==> src/rtl/note_sequencer_pkg.sv <==
// note_sequencer_pkg
// Shared definitions for the note sequencer: FSM state encoding, song-entry
// field layout, default articulation gap and the note-to-half-period table.
// Half-periods assume a 1 MHz tone-generator clock: note 1 is C4 and each
// code above it is one equal-tempered semitone higher. Code 0 is a rest.
package note_sequencer_pkg;

  typedef enum logic [2:0] {
    S_IDLE  = 3'd0,
    S_FETCH = 3'd1,
    S_LOAD  = 3'd2,
    S_PLAY  = 3'd3,
    S_GAP   = 3'd4,
    S_DONE  = 3'd5
  } state_t;

  // Song entry: [15] end flag, [14:10] note code, [9:0] duration in ms
  localparam int ENTRY_W  = 16;
  localparam int END_BIT  = 15;
  localparam int NOTE_LSB = 10;
  localparam int NOTE_W   = 5;
  localparam int DUR_LSB  = 0;
  localparam int DUR_W    = 10;

  localparam int TPM_W    = 16;
  localparam int PERIOD_W = 16;
  localparam int LED_W    = 8;

  localparam int GAP_MS_DEFAULT = 10;

  localparam logic [PERIOD_W-1:0] NOTE_HALF_PERIOD [32] = '{
    16'd0,
    16'd1911, 16'd1804, 16'd1703, 16'd1607, 16'd1517, 16'd1432,
    16'd1351, 16'd1276, 16'd1204, 16'd1136, 16'd1073, 16'd1012,
    16'd956,  16'd902,  16'd851,  16'd804,  16'd758,  16'd716,
    16'd676,  16'd638,  16'd602,  16'd568,  16'd536,  16'd506,
    16'd478,  16'd451,  16'd426,  16'd402,  16'd379,  16'd358,
    16'd338
  };

  function automatic logic [PERIOD_W-1:0] note_period(input logic [NOTE_W-1:0] note);
    return NOTE_HALF_PERIOD[note];
  endfunction

  function automatic logic [LED_W-1:0] note_led(input logic [2:0] sel);
    return LED_W'(1) << sel;
  endfunction

endpackage

==> src/rtl/note_sequencer_song_rom.sv <==
// song_rom
// Song table, STEPS entries of ENTRY_W bits. Synchronous write port used to
// load a song while the sequencer is idle; synchronous read with a registered
// output, so data for an address presented in one cycle appears the next.
// Ports:
//   i_clk, i_rst         clock, async active-high reset (clears read register)
//   i_we/i_waddr/i_wdata write port
//   i_raddr              read address
//   o_rdata              registered read data
module song_rom
  import note_sequencer_pkg::*;
#(
  parameter int STEPS = 32,
  parameter int IDX_W = 5
) (
  input  logic               i_clk,
  input  logic               i_rst,
  input  logic               i_we,
  input  logic [IDX_W-1:0]   i_waddr,
  input  logic [ENTRY_W-1:0] i_wdata,
  input  logic [IDX_W-1:0]   i_raddr,
  output logic [ENTRY_W-1:0] o_rdata
);

  logic [ENTRY_W-1:0] r_mem [STEPS];
  logic [ENTRY_W-1:0] r_rdata;

  always_ff @(posedge i_clk) begin
    if (i_we) r_mem[i_waddr] <= i_wdata;
  end

  always_ff @(posedge i_clk or posedge i_rst) begin
    if (i_rst) r_rdata <= '0;
    else       r_rdata <= r_mem[i_raddr];
  end

  assign o_rdata = r_rdata;

endmodule

==> src/rtl/note_sequencer.sv <==
// note_sequencer
// Plays a song table as a sequence of notes for a tone generator. Each entry
// is played for its duration in milliseconds followed by a silent gap of
// GAP_MS milliseconds. Milliseconds are timed with a prescaler running at
// i_ticks_per_milli clk cycles (0 treated as 1).
// Ports:
//   i_clk, i_rst            clock, async active-high reset
//   i_ticks_per_milli       clk cycles per millisecond
//   i_start, i_stop         start playback when idle / abort (stop wins)
//   i_loop_en               restart at step 0 at end of song
//   i_rom_we/waddr/wdata    song table write port
//   o_busy, o_done          not idle / one-cycle completion pulse
//   o_step_idx              current song entry
//   o_tone_period, o_tone_en, o_led   tone generator and indicator outputs
module note_sequencer
  import note_sequencer_pkg::*;
#(
  parameter  int STEPS  = 32,
  parameter  int GAP_MS = GAP_MS_DEFAULT,
  localparam int IDX_W  = $clog2(STEPS)
) (
  input  logic                i_clk,
  input  logic                i_rst,
  input  logic [TPM_W-1:0]    i_ticks_per_milli,
  input  logic                i_start,
  input  logic                i_stop,
  input  logic                i_loop_en,
  input  logic                i_rom_we,
  input  logic [IDX_W-1:0]    i_rom_waddr,
  input  logic [ENTRY_W-1:0]  i_rom_wdata,
  output logic                o_busy,
  output logic                o_done,
  output logic [IDX_W-1:0]    o_step_idx,
  output logic [PERIOD_W-1:0] o_tone_period,
  output logic                o_tone_en,
  output logic [LED_W-1:0]    o_led
);

  localparam logic [DUR_W-1:0] GAP_MS_CNT = DUR_W'(GAP_MS);

  state_t              r_state;
  logic [IDX_W-1:0]    r_step_idx;
  logic [DUR_W-1:0]    r_ms_cnt;
  logic [TPM_W-1:0]    r_tick_cnt;
  logic                r_busy;
  logic                r_done;
  logic                r_tone_en;
  logic [PERIOD_W-1:0] r_tone_period;
  logic [LED_W-1:0]    r_led;

  logic [ENTRY_W-1:0]  w_entry;
  logic                w_end;
  logic [NOTE_W-1:0]   w_note;
  logic [DUR_W-1:0]    w_dur;
  logic [TPM_W-1:0]    w_tick_reload;
  logic                w_ms_last;
  logic                w_last_step;

  song_rom #(
    .STEPS (STEPS),
    .IDX_W (IDX_W)
  ) u_song_rom (
    .i_clk   (i_clk),
    .i_rst   (i_rst),
    .i_we    (i_rom_we),
    .i_waddr (i_rom_waddr),
    .i_wdata (i_rom_wdata),
    .i_raddr (r_step_idx),
    .o_rdata (w_entry)
  );

  assign w_end  = w_entry[END_BIT];
  assign w_note = w_entry[NOTE_LSB +: NOTE_W];
  assign w_dur  = w_entry[DUR_LSB +: DUR_W];

  // Prescaler reload: one millisecond is tick counts reload..0
  assign w_tick_reload = (i_ticks_per_milli == '0) ? '0 : i_ticks_per_milli - TPM_W'(1);

  // Final cycle of a PLAY/GAP interval; a zero-length interval still takes one cycle
  assign w_ms_last = (r_ms_cnt == '0) || ((r_tick_cnt == '0) && (r_ms_cnt == DUR_W'(1)));

  assign w_last_step = (r_step_idx == IDX_W'(STEPS - 1));

  always_ff @(posedge i_clk or posedge i_rst) begin
    if (i_rst) begin
      r_state       <= S_IDLE;
      r_step_idx    <= '0;
      r_ms_cnt      <= '0;
      r_tick_cnt    <= '0;
      r_busy        <= 1'b0;
      r_done        <= 1'b0;
      r_tone_en     <= 1'b0;
      r_tone_period <= '0;
      r_led         <= '0;
    end else if (i_stop) begin
      r_state       <= S_IDLE;
      r_ms_cnt      <= '0;
      r_tick_cnt    <= '0;
      r_busy        <= 1'b0;
      r_done        <= 1'b0;
      r_tone_en     <= 1'b0;
      r_tone_period <= '0;
      r_led         <= '0;
    end else begin
      case (r_state)
        S_IDLE: begin
          r_done <= 1'b0;
          if (i_start) begin
            r_state    <= S_FETCH;
            r_step_idx <= '0;
            r_busy     <= 1'b1;
          end
        end

        S_FETCH: r_state <= S_LOAD;

        S_LOAD: begin
          if (w_end) begin
            if (i_loop_en) begin
              r_step_idx <= '0;
              r_state    <= S_FETCH;
            end else begin
              r_done  <= 1'b1;
              r_state <= S_DONE;
            end
          end else begin
            r_tone_period <= note_period(w_note);
            r_tone_en     <= (w_note != '0);
            r_led         <= (w_note != '0) ? note_led(w_note[2:0]) : '0;
            r_ms_cnt      <= w_dur;
            r_tick_cnt    <= w_tick_reload;
            r_state       <= S_PLAY;
          end
        end

        S_PLAY: begin
          if (w_ms_last) begin
            r_tone_en     <= 1'b0;
            r_tone_period <= '0;
            r_led         <= '0;
            r_ms_cnt      <= GAP_MS_CNT;
            r_tick_cnt    <= w_tick_reload;
            r_state       <= S_GAP;
          end else if (r_tick_cnt == '0) begin
            r_ms_cnt   <= r_ms_cnt - DUR_W'(1);
            r_tick_cnt <= w_tick_reload;
          end else begin
            r_tick_cnt <= r_tick_cnt - TPM_W'(1);
          end
        end

        S_GAP: begin
          if (w_ms_last) begin
            // Running off the end of the table behaves like an end flag
            if (!w_last_step) begin
              r_step_idx <= r_step_idx + IDX_W'(1);
              r_state    <= S_FETCH;
            end else if (i_loop_en) begin
              r_step_idx <= '0;
              r_state    <= S_FETCH;
            end else begin
              r_done  <= 1'b1;
              r_state <= S_DONE;
            end
          end else if (r_tick_cnt == '0) begin
            r_ms_cnt   <= r_ms_cnt - DUR_W'(1);
            r_tick_cnt <= w_tick_reload;
          end else begin
            r_tick_cnt <= r_tick_cnt - TPM_W'(1);
          end
        end

        S_DONE: begin
          r_done  <= 1'b0;
          r_busy  <= 1'b0;
          r_state <= S_IDLE;
        end

        default: begin
          r_state <= S_IDLE;
          r_busy  <= 1'b0;
          r_done  <= 1'b0;
        end
      endcase
    end
  end

  assign o_busy        = r_busy;
  assign o_done        = r_done;
  assign o_step_idx    = r_step_idx;
  assign o_tone_period = r_tone_period;
  assign o_tone_en     = r_tone_en;
  assign o_led         = r_led;

endmodule

==> config.mk <==
export PLATFORM = sky130hd
export DESIGN_NAME = note_sequencer
export DESIGN_NICKNAME = d
export VERILOG_FILES = /design/src/rtl/note_sequencer_pkg.sv /design/src/rtl/note_sequencer_song_rom.sv /design/src/rtl/note_sequencer.sv
export SDC_FILE = /design/constraint.sdc
export NUM_CORES = 1
export LEC_CHECK = 0
export CORE_ASPECT_RATIO = 1.4
export CORE_UTILIZATION = 25
export CTS_CLUSTER_SIZE = 30
export DETAILED_ROUTE_END_ITERATION = 10
export PLACE_DENSITY = 0.44
export SLEW_MARGIN = 20
export SYNTH_ARGS = -nofsm -noshare
export SYNTH_HDL_FRONTEND = slang
export SYNTH_SLANG_ARGS = --single-unit
==> constraint.sdc <==
create_clock -name i_clk -period 4.4 [get_ports i_clk]
set_input_delay 0.88 -clock i_clk [delete_from_list [all_inputs] [get_ports i_clk]]
set_output_delay 0.88 -clock i_clk [all_outputs]
set_load 0.01 [all_outputs]
# After elaboration in Yosys (flattened, before gate mapping)
# Memory sizes are Yosys's and may differ from the RTL's. A register that Yosys moved wholly into a read port is not among the register bits.
# Index checks and enable logic that the tools add are counted.
op_classes:
  add_sub_neg: 4
  n_lt_le_gt_ge: 1
  eq_ne: 18
  shifts: 1
  muxes: 53
  bitwise_logic: 2
  n_reduce_logical: 18
ops:
  columns: ["cell", "count"]
  rows:
  - ["$mux W16", 11]
  - ["$mux W10", 5]
  - ["$pmux W16 S3", 1]
  - ["$logic_not A16 Y1", 2]
  - ["$mux W8", 4]
  - ["$pmux W16 S2", 1]
  - ["$sub A16 B1 Y16 const B", 2]
  - ["$pmux W10 S3", 1]
  - ["$mux W5", 5]
  - ["$mux W3", 7]
  - ["$ne A3 B3 Y1 const B", 6]
  - ["$pmux W8 S2", 1]
  - ["$pmux W3 S5", 1]
  - ["$pmux W5 S3", 1]
  - ["$mux W1", 12]
  - ["$eq A10 B1 Y1 const B", 1]
  - ["$logic_not A10 Y1", 1]
  - ["$sub A10 B1 Y10 const B", 1]
  - ["$reduce_and A3 Y1", 3]
  - ["$shl A1 B3 Y8 const A", 1]
  - ["$eq A3 B2 Y1 const B", 2]
  - ["$ge A6 B6 Y1 const B", 1]
  - ["$ne A2 B1 Y1 const B", 3]
  - ["$not A5 Y6", 1]
  - ["other kinds (20)", 23]
word_totals:
  ff_bits: 61
  ramBits: 512
  romBits: 512
  in_bits: 43
  elab_cells: 108
  mem_count: 2
mem_list:
  columns: ["memory", "words", "word_bits", "rd", "rd_clocked_by_memory_dff", "write_ports", "line_no", "text"]
  rows:
  - ["(no name shown)", 32, 16, 1, 0, 0, "note_sequencer_pkg.sv:42", "return NOTE_HALF_PERIOD[note];"]
  - ["u_song_rom.r_mem", 32, 16, 1, 1, 1, "note_sequencer_song_rom.sv:25", "logic [ENTRY_W-1:0] r_mem [STEPS];"]

# Longest topological paths before layout
# Gate-level depths: netlist of the first run.
logic_depth:
  ltp_word: 7
  mapped_depth: 11

# Modules after synthesis
# From an unflattened synthesis of the first run, not the netlist that was laid out.
hier_totals:
  hier_cells: 1651
  hier_area_um2: 24802.5
modules_own_cells:
  columns: ["module", "instances", "cells_per_inst", "area_per_inst_um2", "seq_area_each_um2"]
  rows:
  - ["song_rom", 1, 1144, 20618.5, 15775.1]
  - ["note_sequencer", 1, 507, 4184.0, 1401.3]

# Worst setup path before layout of the first run
# OpenSTA, ideal clock, no wires.
synth_path:
  kind: "flip-flop to flip-flop"
  start: "reg r_tick_cnt[0]"
  end: "reg r_ms_cnt[4]"
  arrival_time_ns: 2.632
  required_time_ns: 4.272
  path_slack_ns: 1.639
  stages_incl_launch_ff: 10
  path_buffers: 1
  synth_period_minus_slack_ns: 2.761
  path_cell_list: "dfrtp_1 inv_1 ha_1 or4b_1 buf_2 or4_4 nor4_4 nor2_4 a31oi_1 o22ai_1"
synth_between:
  elab_chain_cells: 6
  elab_cells_between_ends: 10
synth_lines:
  columns: ["element", "line_no", "text"]
  rows:
  - ["start: declaration", "note_sequencer.sv:44", "logic [TPM_W-1:0] r_tick_cnt;"]
  - ["start signal: assignment", "note_sequencer.sv:131", "r_tick_cnt <= w_tick_reload;"]
  - ["start signal: assignment", "note_sequencer.sv:142", "r_tick_cnt <= w_tick_reload;"]
  - ["start signal: assignment", "note_sequencer.sv:146", "r_tick_cnt <= w_tick_reload;"]
  - ["$logic_not A16 Y1 (*)", "note_sequencer.sv:80, note_sequencer.sv:144, note_sequencer.sv:165", null]
  - ["$logic_and A1 B1 Y1", "note_sequencer.sv:80", "assign w_ms_last = (r_ms_cnt == '0) || ((r_tick_cnt == '0) && (r_ms_cnt == DUR_W'(1)));"]
  - ["$logic_or A1 B1 Y1", "note_sequencer.sv:80", null]
  - ["$mux W10", "note_sequencer.sv:137", "if (w_ms_last) begin"]
  - ["$pmux W10 S3", "note_sequencer.sv:105", "case (r_state)"]
  - ["$mux W10", "note_sequencer.sv:95", "end else if (i_stop) begin"]
  - ["end signal: assignment", "note_sequencer.sv:130", "r_ms_cnt <= w_dur;"]
  - ["end signal: assignment", "note_sequencer.sv:145", "r_ms_cnt <= r_ms_cnt - DUR_W'(1);"]
  - ["end signal: assignment", "note_sequencer.sv:166", "r_ms_cnt <= r_ms_cnt - DUR_W'(1);"]
  - ["end: declaration", "note_sequencer.sv:43", "logic [DUR_W-1:0] r_ms_cnt;"]
# Mark *: on every way between the ends. The rest lies on a longest branch, timed or not. The select of a mux whose other input is x is not followed.
# A chain may end at the register's enable or synchronous reset.

# Final worst setup path of the first run
layout_path:
  start: "reg r_tick_cnt[0]"
  end: "reg r_tick_cnt[10]"
layout_between:
  elab_chain_cells: 6
  elab_cells_between_ends: 11
layout_lines:
  columns: ["element"]
  rows:
  - ["parallel branches: the longest is 6 deep, another holds $sub A16 B1 Y16"]
# Several ways; the timed one is not identified. The select of a mux whose other input is x is not followed.

==> reports/metrics.cfg, run 1 <==
[place]
io_buffer_count = 69
gp_congestion = 0.807
dp_slack_ns = 1.10
dpl_cell_area_um2 = 26700
dpl.hpwl_um = 37900

[critical_path]
slowest_stage = or4_4
critPathMaxStageDelay_ns = 0.63
r2r_start = r_tick_cnt[0]$_DFFE_PP0P_
crit_fanout = 13
setup.worst_path.class = flip-flop to flip-flop
reg2regPathDepth = 9
r2r-end = r_tick_cnt[10]$_DFFE_PP0P_
cp_data_arrival_time_ns = 3.73
crit_path_end_kind = flip-flop
startpoint_type = flip-flop
ff2ff_setup_slack_ns = 1.14
crit_required_ns = 4.87
crit_chain = inv_1 > ha_1 > or4b_1 > or4_4 > o21ai_1 > and2_1 > buf_4 > a21oi_1 > o32ai_1

[detailed_routing]
first_pass_iters = 4
routed_via_density = 4.69
via_count = 12900
drt-total-wl_um = 60700
drc_errors = 0
drtIter0Drc = 861
wire_per_inst_um = 22.2
ant_nets = 0

[timing]
setup_ws_ns = 1.14
finalHoldViolCount = 0
tightest_slew_ns = 1.09
fmax_mhz = 307
clock_skew_ns = 0.0189
rsz0062_at_grt = false
tns_ns = 0
min_period_ns = 3.26
final-max-slew-violation-count = 0
slew_headroom_pct = 27.4
fin_crit_sh_pct = 74.1
finalSetupViolations = 0

[hold_path]
min_path_cells = 1
hold_class = flip-flop to flip-flop
holdPathEnd = o_tone_period[6]$_DFFE_PP0P_
hold_path.startpoint = o_tone_period[6]$_DFFE_PP0P_

[cts]
clockBufferDepth = 3
numClockSinks = 584
cts_setup_buffers = 0
cts-root-buf = clkbuf_16
holdBufCountCts = 0
htreeDepth = 3
ctsResizeCount = 0
clk_pin_slew_ns = 0.06
tritoncts = done
cts_buffers = 67
clk_latency_ns = 0.59

[floorplan]
die_h_um = 370
initial_core_util_pct = 25.3
die_x_um = 265
rows = 134
io_pins = 75
fp.dieArea_um2 = 98000
core_area_um2 = 95600

[final_layout]
finalInstanceArea_um2 = 28700
num-nets-final = 1523
final_util_pct = 30.0
drive_gt1_share_pct = 25.8
register_area_um2 = 17200
fillers = 9421
multiInputGateArea_um2 = 6710
syn2layout_area_growth_pct = 18.4
diodes = 0

[logic_synthesis]
synth_top_area_cell = edfxtp_1
synthFlopType = edfxtp_1
synth_top_area_share_pct = 63.5
synth-edff-count = 512
synthTopCellsByArea = edfxtp_1 (64%), mux4_2 (15%), dfrtp_1 (7.4%)
synth_warnings = 0
synth_area_per_cell_um2 = 18.0
async_flop_share_pct = 12.3
ys_seq_elements = 584
yosysSeqAreaShare_pct = 71.0
synth_area_um2 = 24200
synthCells = 1347
synth_cell_types = 74

[power]
vdd_drop_max_mv = 0.227
leakage_uw = 0.00902
power.density_nw_per_um2 = 427
fin_total_pwr_uw = 12200

[job]
max_cap_violations = 0

[global_route]
grt.total_usage_pct = 12.4
grt_pass1_wl_um = 90300
grt_overflow = 0
antenna_found_initial = 3
first_global_vias = 13600
grt_max_degree = 55

[run_status]
status = finished clean

==> through the flow <==
stage          std cells  hold WS, ns
2_1_floorplan       1351        0.472
3_3_place_gp        2622        0.466
3_5_place_dp        2622        0.486
4_1_cts             2741        0.500
5_1_grt             2741        0.518
6_report            2741        0.488
==> cells by family after synthesis <==
logic type	after synthesis	share of synthesized area (%)
simple gates	290	5.93
buf+inv	101	1.71
other cells	1	0.0155
fa+ha+maj	13	0.672
xor+xnor	6	0.217
mux	171	15.4
compound gates	181	5.05
flops	584	71.0
==> worst max-delay path, delay by kind of cell (launching register included) <==
family / cells / cell delay, ns
buffers and inverters: 2 / 0.37
AO/OA/AOI/OAI: 3 / 0.51
adder cells (fa/ha/maj): 1 / 0.22
AND/OR/NAND/NOR: 3 / 1.67
flip-flops: 1 / 0.38
==> Yosys cell counts, drive strengths merged (5+ instances only) <==
library cell	n
a211oi	7
a21oi	51
a22o	17
a31oi	7
a32o	8
buf	30
clkbuf	49
dfrtp	72
edfxtp	512
ha	13
inv	21
mux2i	6
mux4	161
nand2	84
nand2b	8
nand3	14
nand3b	8
nor2	82
nor2b	7
nor3	29
nor4	18
o21ai	37
o22ai	6
o32ai	9
or2	6
or3	10
or3b	5
==> flip-flops by register name (all words and copies together) (netlist names), 3 cells and up <==
| register | count |
|---|---|
| o_tone_period | 11 |
| u_song_rom.o_rdata | 16 |
| r_tick_cnt | 16 |
| o_step_idx | 5 |
| r_ms_cnt | 10 |
| o_led | 8 |
| r_state | 3 |
| u_song_rom.r_mem | 512 |
==> where the power goes <==
part | internal [uW] | total [uW] | leakage (uW) | switching, uW
Combinational | 272 | 752 | 0.00248 | 481
Clock | 3030 | 5270 | 0.000996 | 2240
Sequential | 6140 | 6230 | 0.00555 | 83.9
==> area by class of cell <==
type	instances	share of cell area (%)
multi-input cells	666	23.4
clock inverters	40	1.10
repair buffers	126	3.81
inverters	22	0.297
well taps	1224	5.34
flip-flops and latches	584	60.0
clock buffers	79	6.08
==> cell usage in the layout (no fill, tap or decap), types with 5 or more instances in the layout <==
cell type	synthesis	final
nand3_1	14	14
edfxtp_1	512	512
nor2b_1	7	7
inv_1	20	19
o22ai_1	6	6
mux4_2	161	161
nor3_1	28	28
buf_2	7	13
a32o_1	8	8
nand2b_1	8	8
o21ai_0	25	25
ha_1	13	13
or2_2	6	6
clkbuf_16	0	68
clkinvlp_4	0	6
or3b_2	5	5
o21ai_1	11	11
a31oi_1	7	7
dfrtp_1	72	68
a211oi_1	7	6
conb_1	1	5
clkdlybuf4s50_1	0	56
nor2_1	81	49
nand2_1	84	84
nand3b_1	8	8
mux2i_1	6	6
buf_4	7	54
o32ai_1	9	9
a21oi_1	50	50
nor4_1	16	16
clkbuf_1	49	11
clkinv_2	0	12
a22o_1	17	17
clkinv_1	1	14
or3_1	10	10
nor2_2	0	32
==> metal layers <==
metal | track usage, % | share of wire (%) | vias to the layer above
met5 | 0 | 0 | -
met4 | 3.26 | 1.8 | 0
met3 | 1.77 | 3.8 | 86
met2 | 22.3 | 52 | 284
met1 | 15.5 | 42 | 6765
li1 | - | - | 5720
==> worst max-delay path by stage <==
stage,startpoint,to,slack (ns),depth (start not counted)
floorplan,r_tick_cnt[0]$_DFFE_PP0P_,r_ms_cnt[4]$_DFFE_PP0P_,1.64,9
global placement,i_rom_waddr[1],u_song_rom.r_mem[1][4]$_DFFE_PP_,1.20,4
detailed placement,i_rom_waddr[1],u_song_rom.r_mem[1][4]$_DFFE_PP_,1.10,4
CTS,o_step_idx[1]$_DFFE_PP0P_,o_step_idx[1],1.07,1
global route,r_tick_cnt[0]$_DFFE_PP0P_,r_ms_cnt[7]$_DFFE_PP0P_,1.02,8
finish,r_tick_cnt[0]$_DFFE_PP0P_,r_tick_cnt[10]$_DFFE_PP0P_,1.14,9
No activity file was read; power rests on OpenSTA's default activity.
==> run 2: changes to the inputs <==
PLACE_DENSITY = 0.46   (was 0.44)
clock period = 2.95 ns   (was 4.4 ns; I/O delays follow)
==> run 2 against run 1 <==
  * Wire length shrank 0.68%
  * Fmax grew 15%
  * Total power grew 49%
  * Flip-flop and latch count is the same
  * Core utilization grew 0.70 points
  * Cell area grew 2.3%
  * Sequential power grew 49%
  * Non-clock buffer count grew 49
  * Critical path type unchanged
==> reports/metrics.cfg, run 2 (same netlist as run 1, synthesis figures left out) <==
[cts]
htreeDepth = 3
numClockSinks = 584
clk_latency_ns = 0.62
clk_pin_slew_ns = 0.06
cts_buffers = 66
holdBufCountCts = 0
clockBufferDepth = 3
tritoncts = done
cts-root-buf = clkbuf_16

[run_status]
status = finished clean

[critical_path]
crit_path_end_kind = flip-flop
r2r_start = r_tick_cnt[1]$_DFFE_PP0P_
ff2ff_setup_slack_ns = 0.11
r2r-end = o_tone_period[1]$_DFFE_PP0P_
reg2regPathDepth = 9
crit_fanout = 20
cp_data_arrival_time_ns = 3.33
crit_required_ns = 3.44
startpoint_type = flip-flop
setup.worst_path.class = flip-flop to flip-flop

[power]
leakage_uw = 0.00933
vdd_drop_max_mv = 0.375
power.density_nw_per_um2 = 622

[final_layout]
final_util_pct = 30.7
num-nets-final = 1571
drive_gt1_share_pct = 27.2
syn2layout_area_growth_pct = 21.2
largest_reg_flops = 512
diodes = 0
regMostFlops = u_song_rom.r_mem
final_common_cell = edfxtp_1
mostFrequentLayoutCells = edfxtp_1 (512), mux4_2 (161), nand2_1 (84)

[global_route]
grt_overflow = 0
grt_pass1_wl_um = 90600
antenna_found_initial = 3
grt.total_usage_pct = 12.5
first_global_vias = 13900
grt_max_degree = 73

[floorplan]
rows = 134
die_x_um = 265
fp.dieArea_um2 = 98000
initial_core_util_pct = 25.3
io_pins = 75
core_area_um2 = 95600
die_h_um = 370

[hold_path]
hold_class = input pin to asynchronous set/reset pin

[timing]
tightest_slew_ns = 0.831
min_period_ns = 2.84
tns_ns = 0
rsz0062_at_grt = false
slew_headroom_pct = 44.6
final-max-slew-violation-count = 0
finalHoldViolCount = 0
fin_crit_sh_pct = 96.2
fmax_mhz = 352
finalSetupViolations = 0
clock_skew_ns = 0.0340

[detailed_routing]
drt-total-wl_um = 60300
drc_errors = 0
first_pass_iters = 5
drtIter0Drc = 996
ant_nets = 0
routed_via_density = 4.69
via_count = 13100
wire_per_inst_um = 21.6

[place]
dpl.hpwl_um = 37200
io_buffer_count = 69
gp_congestion = 0.797

[job]
max_cap_violations = 0

-- run 2: cell types whose count changed in the layout (fill, tap and decap cells not counted), sizes merged --
| cell | change |
|---|---|
| clkinvlp | -4 |
| clkdlybuf4s50 | +12 |
| inv | -2 |
| buf | +37 |
| clkbuf | +1 |
| clkinv | +5 |
| bufinv | -2 |
-- run 2: layout make-up --
| cell class | instances | area (um^2) |
|---|---|---|
| inverters | 22 | 83.8 |
| repair buffers | 175 | 1770 |
| fillers | 9331 | 66200 |
| multi-input cells | 666 | 6710 |
| clock buffers | 80 | 1700 |
| flip-flops and latches | 584 | 17200 |
| clock inverters | 37 | 335 |
| well taps | 1224 | 1530 |
-- run 2: worst max path at each step --
stage | start | end | slack (ns)
3_3_place_gp | i_ticks_per_milli[2] | r_tick_cnt[15]$_DFFE_PP0P_ | 0.17
3_5_place_dp | i_ticks_per_milli[9] | r_tick_cnt[14]$_DFFE_PP0P_ | 0.11
2_1_floorplan | r_tick_cnt[0]$_DFFE_PP0P_ | r_ms_cnt[4]$_DFFE_PP0P_ | 0.19
5_1_grt | r_tick_cnt[1]$_DFFE_PP0P_ | o_tone_period[1]$_DFFE_PP0P_ | 0.01
4_1_cts | o_step_idx[1]$_DFFE_PP0P_ | o_step_idx[1] | 0.07
6_report | r_tick_cnt[1]$_DFFE_PP0P_ | o_tone_period[1]$_DFFE_PP0P_ | 0.11
-- run 2: layer usage --
metal / wire length [um] / GRT usage, % / vias up / part of all wire [%]
met4: 984 / 3.23 / 0 / 1.6
met3: 2770 / 1.95 / 70 / 4.6
li1: - / - / 5806 / -
met2: 31100 / 22.1 / 302 / 51
met1: 25500 / 15.8 / 6888 / 42
met5: 0 / 0 / - / 0
-- run 2: repair_timing --
| action | 4_1_cts | 5_1_grt |
|---|---|---|
| setup buffers | 0 | 1 |
| endpoints found under the setup margin | 0 | 2 |
| resized for setup | 0 | 1 |
-- run 2: metrics by stage --
step / worst slack [ns] / hold slack (ns) / std cells / area [um^2] / total power [uW]
2_1_floorplan: 0.189 / 0.472 / 1351 / 24200 / 10100
3_3_place_gp: 0.165 / 0.467 / 2670 / 27300 / 10600
3_5_place_dp: 0.110 / 0.473 / 2670 / 27300 / 10700
4_1_cts: 0.0714 / 0.378 / 2787 / 29300 / 18500
5_1_grt: 0.0140 / 0.403 / 2788 / 29300 / 18900
6_report: 0.113 / 0.394 / 2788 / 29300 / 18200
-- run 2: report_power, final --
| group | internal [uW] | switching, uW |
|---|---|---|
| registers | 9160 | 116 |
| clock network | 4300 | 3440 |
| logic | 487 | 733 |
-- run 2: worst max-delay path: stages, from the launching register on --
cell	delay [ns]
dfrtp_1	0.40
inv_1	0.09
ha_1	0.17
or4b_1	0.48
or4_4	0.61
o21ai_2	0.23
a31o_2	0.22
a21oi_1	0.07
buf_4	0.20
a22o_1	0.25
==> run 3: changes to the inputs <==
CELL_PAD_IN_SITES_DETAIL_PLACEMENT = 1   (was default)
CELL_PAD_IN_SITES_GLOBAL_PLACEMENT = 2   (was default)
DONT_BUFFER_PORTS = 1   (was default)
PLACE_DENSITY = 0.53   (was 0.46)
TNS_END_PERCENT = 5   (was default)
==> run 3 against run 2 <==
  * Cell count down 3.4%
  * Via count down 2.8%
  * Worst setup slack better by 0.058 ns
  * Total power up 1.2%
  * Fmax up 2.1%
  * Combinational power down 15%
  * Core utilization down 0.93 points
  * Die area unchanged
  * Cell area down 3.0%
  * Hold slack worse by 0.34 ns
  * Clock power up 5.2%
  * Critical path type unchanged
==> reports/metrics.cfg, run 3 (same netlist as run 1, synthesis figures left out) <==
[global_route]
grt.total_usage_pct = 13.0
antenna_found_initial = 0
grt_pass1_wl_um = 94300
grt_overflow = 0
first_global_vias = 13900
grt_max_degree = 59

[detailed_routing]
drc_errors = 0
drt-total-wl_um = 63200
routed_via_density = 4.72
first_pass_iters = 6
wire_per_inst_um = 23.5
drtIter0Drc = 826
ant_nets = 0
via_count = 12700

[power]
combPwrFrac_pct = 5.6
sw_frac_of_total_pct = 22.6
power.switching_uw = 4160
vdd_drop_max_mv = 0.532
power.density_nw_per_um2 = 649
leakage_uw = 0.00894
p_clk_share_pct = 44.1
seqPwrFrac_pct = 50.3
p_int_uw = 14300

[place]
io_buffer_count = 0
gp_congestion = 0.728
dpl.hpwl_um = 39300
dp_slack_ns = 0.0233

[timing]
holdWs_ns = 0.0553
fmax_mhz = 360
rsz0062_at_grt = false
tns_ns = 0
finalHoldViolCount = 0
fin_crit_sh_pct = 94.2
min_period_ns = 2.78
clock_skew_ns = 0.0238
setup_ws_ns = 0.171
slew_headroom_pct = 33.9
finalSetupViolations = 0
final-max-slew-violation-count = 0
tightest_slew_ns = 0.989

[final_layout]
drive_gt1_share_pct = 27.6
final_common_cell = edfxtp_1
diodes = 0
largest_reg_flops = 512
num-nets-final = 1475
syn2layout_area_growth_pct = 17.5
fillers = 9860
regMostFlops = u_song_rom.r_mem
mostFrequentLayoutCells = edfxtp_1 (512), mux4_2 (161), nand2_1 (84)

[floorplan]
fp.dieArea_um2 = 98000
rows = 134
io_pins = 75
initial_core_util_pct = 25.3
die_x_um = 265
core_area_um2 = 95600
die_h_um = 370

[critical_path]
slowest_stage = or4_4
r2r_start = r_tick_cnt[0]$_DFFE_PP0P_
setup.worst_path.class = flip-flop to flip-flop
crit_path_end_kind = flip-flop
crit_chain = inv_1 > ha_1 > or4b_4 > or4_4 > o21ai_2 > a31o_2 > a21oi_4 > a22o_1
cp_data_arrival_time_ns = 3.26
startpoint_type = flip-flop
crit_family = simple AND/OR/NAND/NOR gates
crit_required_ns = 3.43
crit_buf_inv = 1
crit_fanout = 20
critPathMaxStageDelay_ns = 0.60
cp-startpoint = r_tick_cnt[0]$_DFFE_PP0P_

[cts]
clk_pin_slew_ns = 0.06
cts-root-buf = clkbuf_16
clockBufferDepth = 3
numClockSinks = 584
htreeDepth = 3
tritoncts = done
cts_buffers = 67
clk_latency_ns = 0.60

[run_status]
status = finished clean

[hold_path]
hold_class = input pin to flip-flop
hold_path.startpoint = i_stop

[job]
max_cap_violations = 0

## run 3: changes by cell type in the layout (fill, tap and decap cells not counted), moves of 3 or more
cell | before | now
clkinv_2 | 15 | 9
clkinv_4 | 0 | 3
clkdlybuf4s50_1 | 68 | 0
buf_12 | 23 | 11
buf_4 | 83 | 66
bufinv_16 | 1 | 4
clkinv_8 | 1 | 4
clkbuf_8 | 0 | 3
## run 3: per-layer routing
layer / track usage, % / share of wire [%] / vias up
met3: 1.94 / 3.5 / 76
met4: 3.53 / 1.8 / 0
li1: - / - / 5620
met2: 23.3 / 52 / 234
met1: 16.3 / 42 / 6776
met5: 0 / 0 / -
## run 3: worst register-to-register path: stages (launching register included)
cell and delay [ns]:
dfrtp_1 0.38, inv_1 0.08, ha_1 0.17, or4b_4 0.50
or4_4 0.60, o21ai_2 0.22, a31o_2 0.26, a21oi_4 0.17
a22o_1 0.28
## run 3: area by class of cell
class / count / area, um^2 / area share, %
repair buffers: 78 / 726 / 2.55
clock inverters: 36 / 372 / 1.31
multi-input cells: 666 / 6740 / 23.7
flip-flops and latches: 584 / 17200 / 60.5
clock buffers: 84 / 1790 / 6.30
inverters: 22 / 83.8 / 0.295
well taps: 1224 / 1530 / 5.39
## run 3: power groups by stage
stage	sequential [uW]	combinational [uW]	clock, uW
global route	9300	1150	8690
floorplan	9410	697	0
CTS	9290	1040	8440
finish	9290	1040	8140
global placement	9450	1030	0
detailed placement	9460	1030	0
## run 3: what timing repair did
action                     CTS  global route
resized for setup            0             6
hold endpoints to repair    14             0
hold buffers                 1             0
setup endpoints to repair    0            29
setup buffers                0             2
## run 3: path summary, 6_finish.rpt
kind | end | slack (ns) | cells past startpoint
worst max-delay path | o_led[3]$_DFFE_PP0P_ | 0.17 | 8
worst min-delay path | r_tick_cnt[14]$_DFFE_PP0P_ | 0.06 | 1
worst max register to register | o_led[3]$_DFFE_PP0P_ | 0.17 | 8
worst min register to register | r_tick_cnt[11]$_DFFE_PP0P_ | 0.52 | 1
max in group asynchronous | r_ms_cnt[1]$_DFFE_PP0P_ | 1.88 | 3
min in group asynchronous | o_tone_period[7]$_DFFE_PP0P_ | 0.40 | 2
## run 3: through the flow
| stage | instance area (um^2) | std cells | total power [uW] | utilization [%] |
|---|---|---|---|---|
| 3_3_place_gp | 26200 | 2571 | 10500 | 27.4 |
| 3_5_place_dp | 26200 | 2571 | 10500 | 27.4 |
| 2_1_floorplan | 24200 | 1351 | 10100 | - |
| 5_1_grt | 28400 | 2694 | 19100 | 29.8 |
| 6_report | 28400 | 2694 | 18500 | 29.8 |
| 4_1_cts | 28400 | 2692 | 18800 | 29.7 |
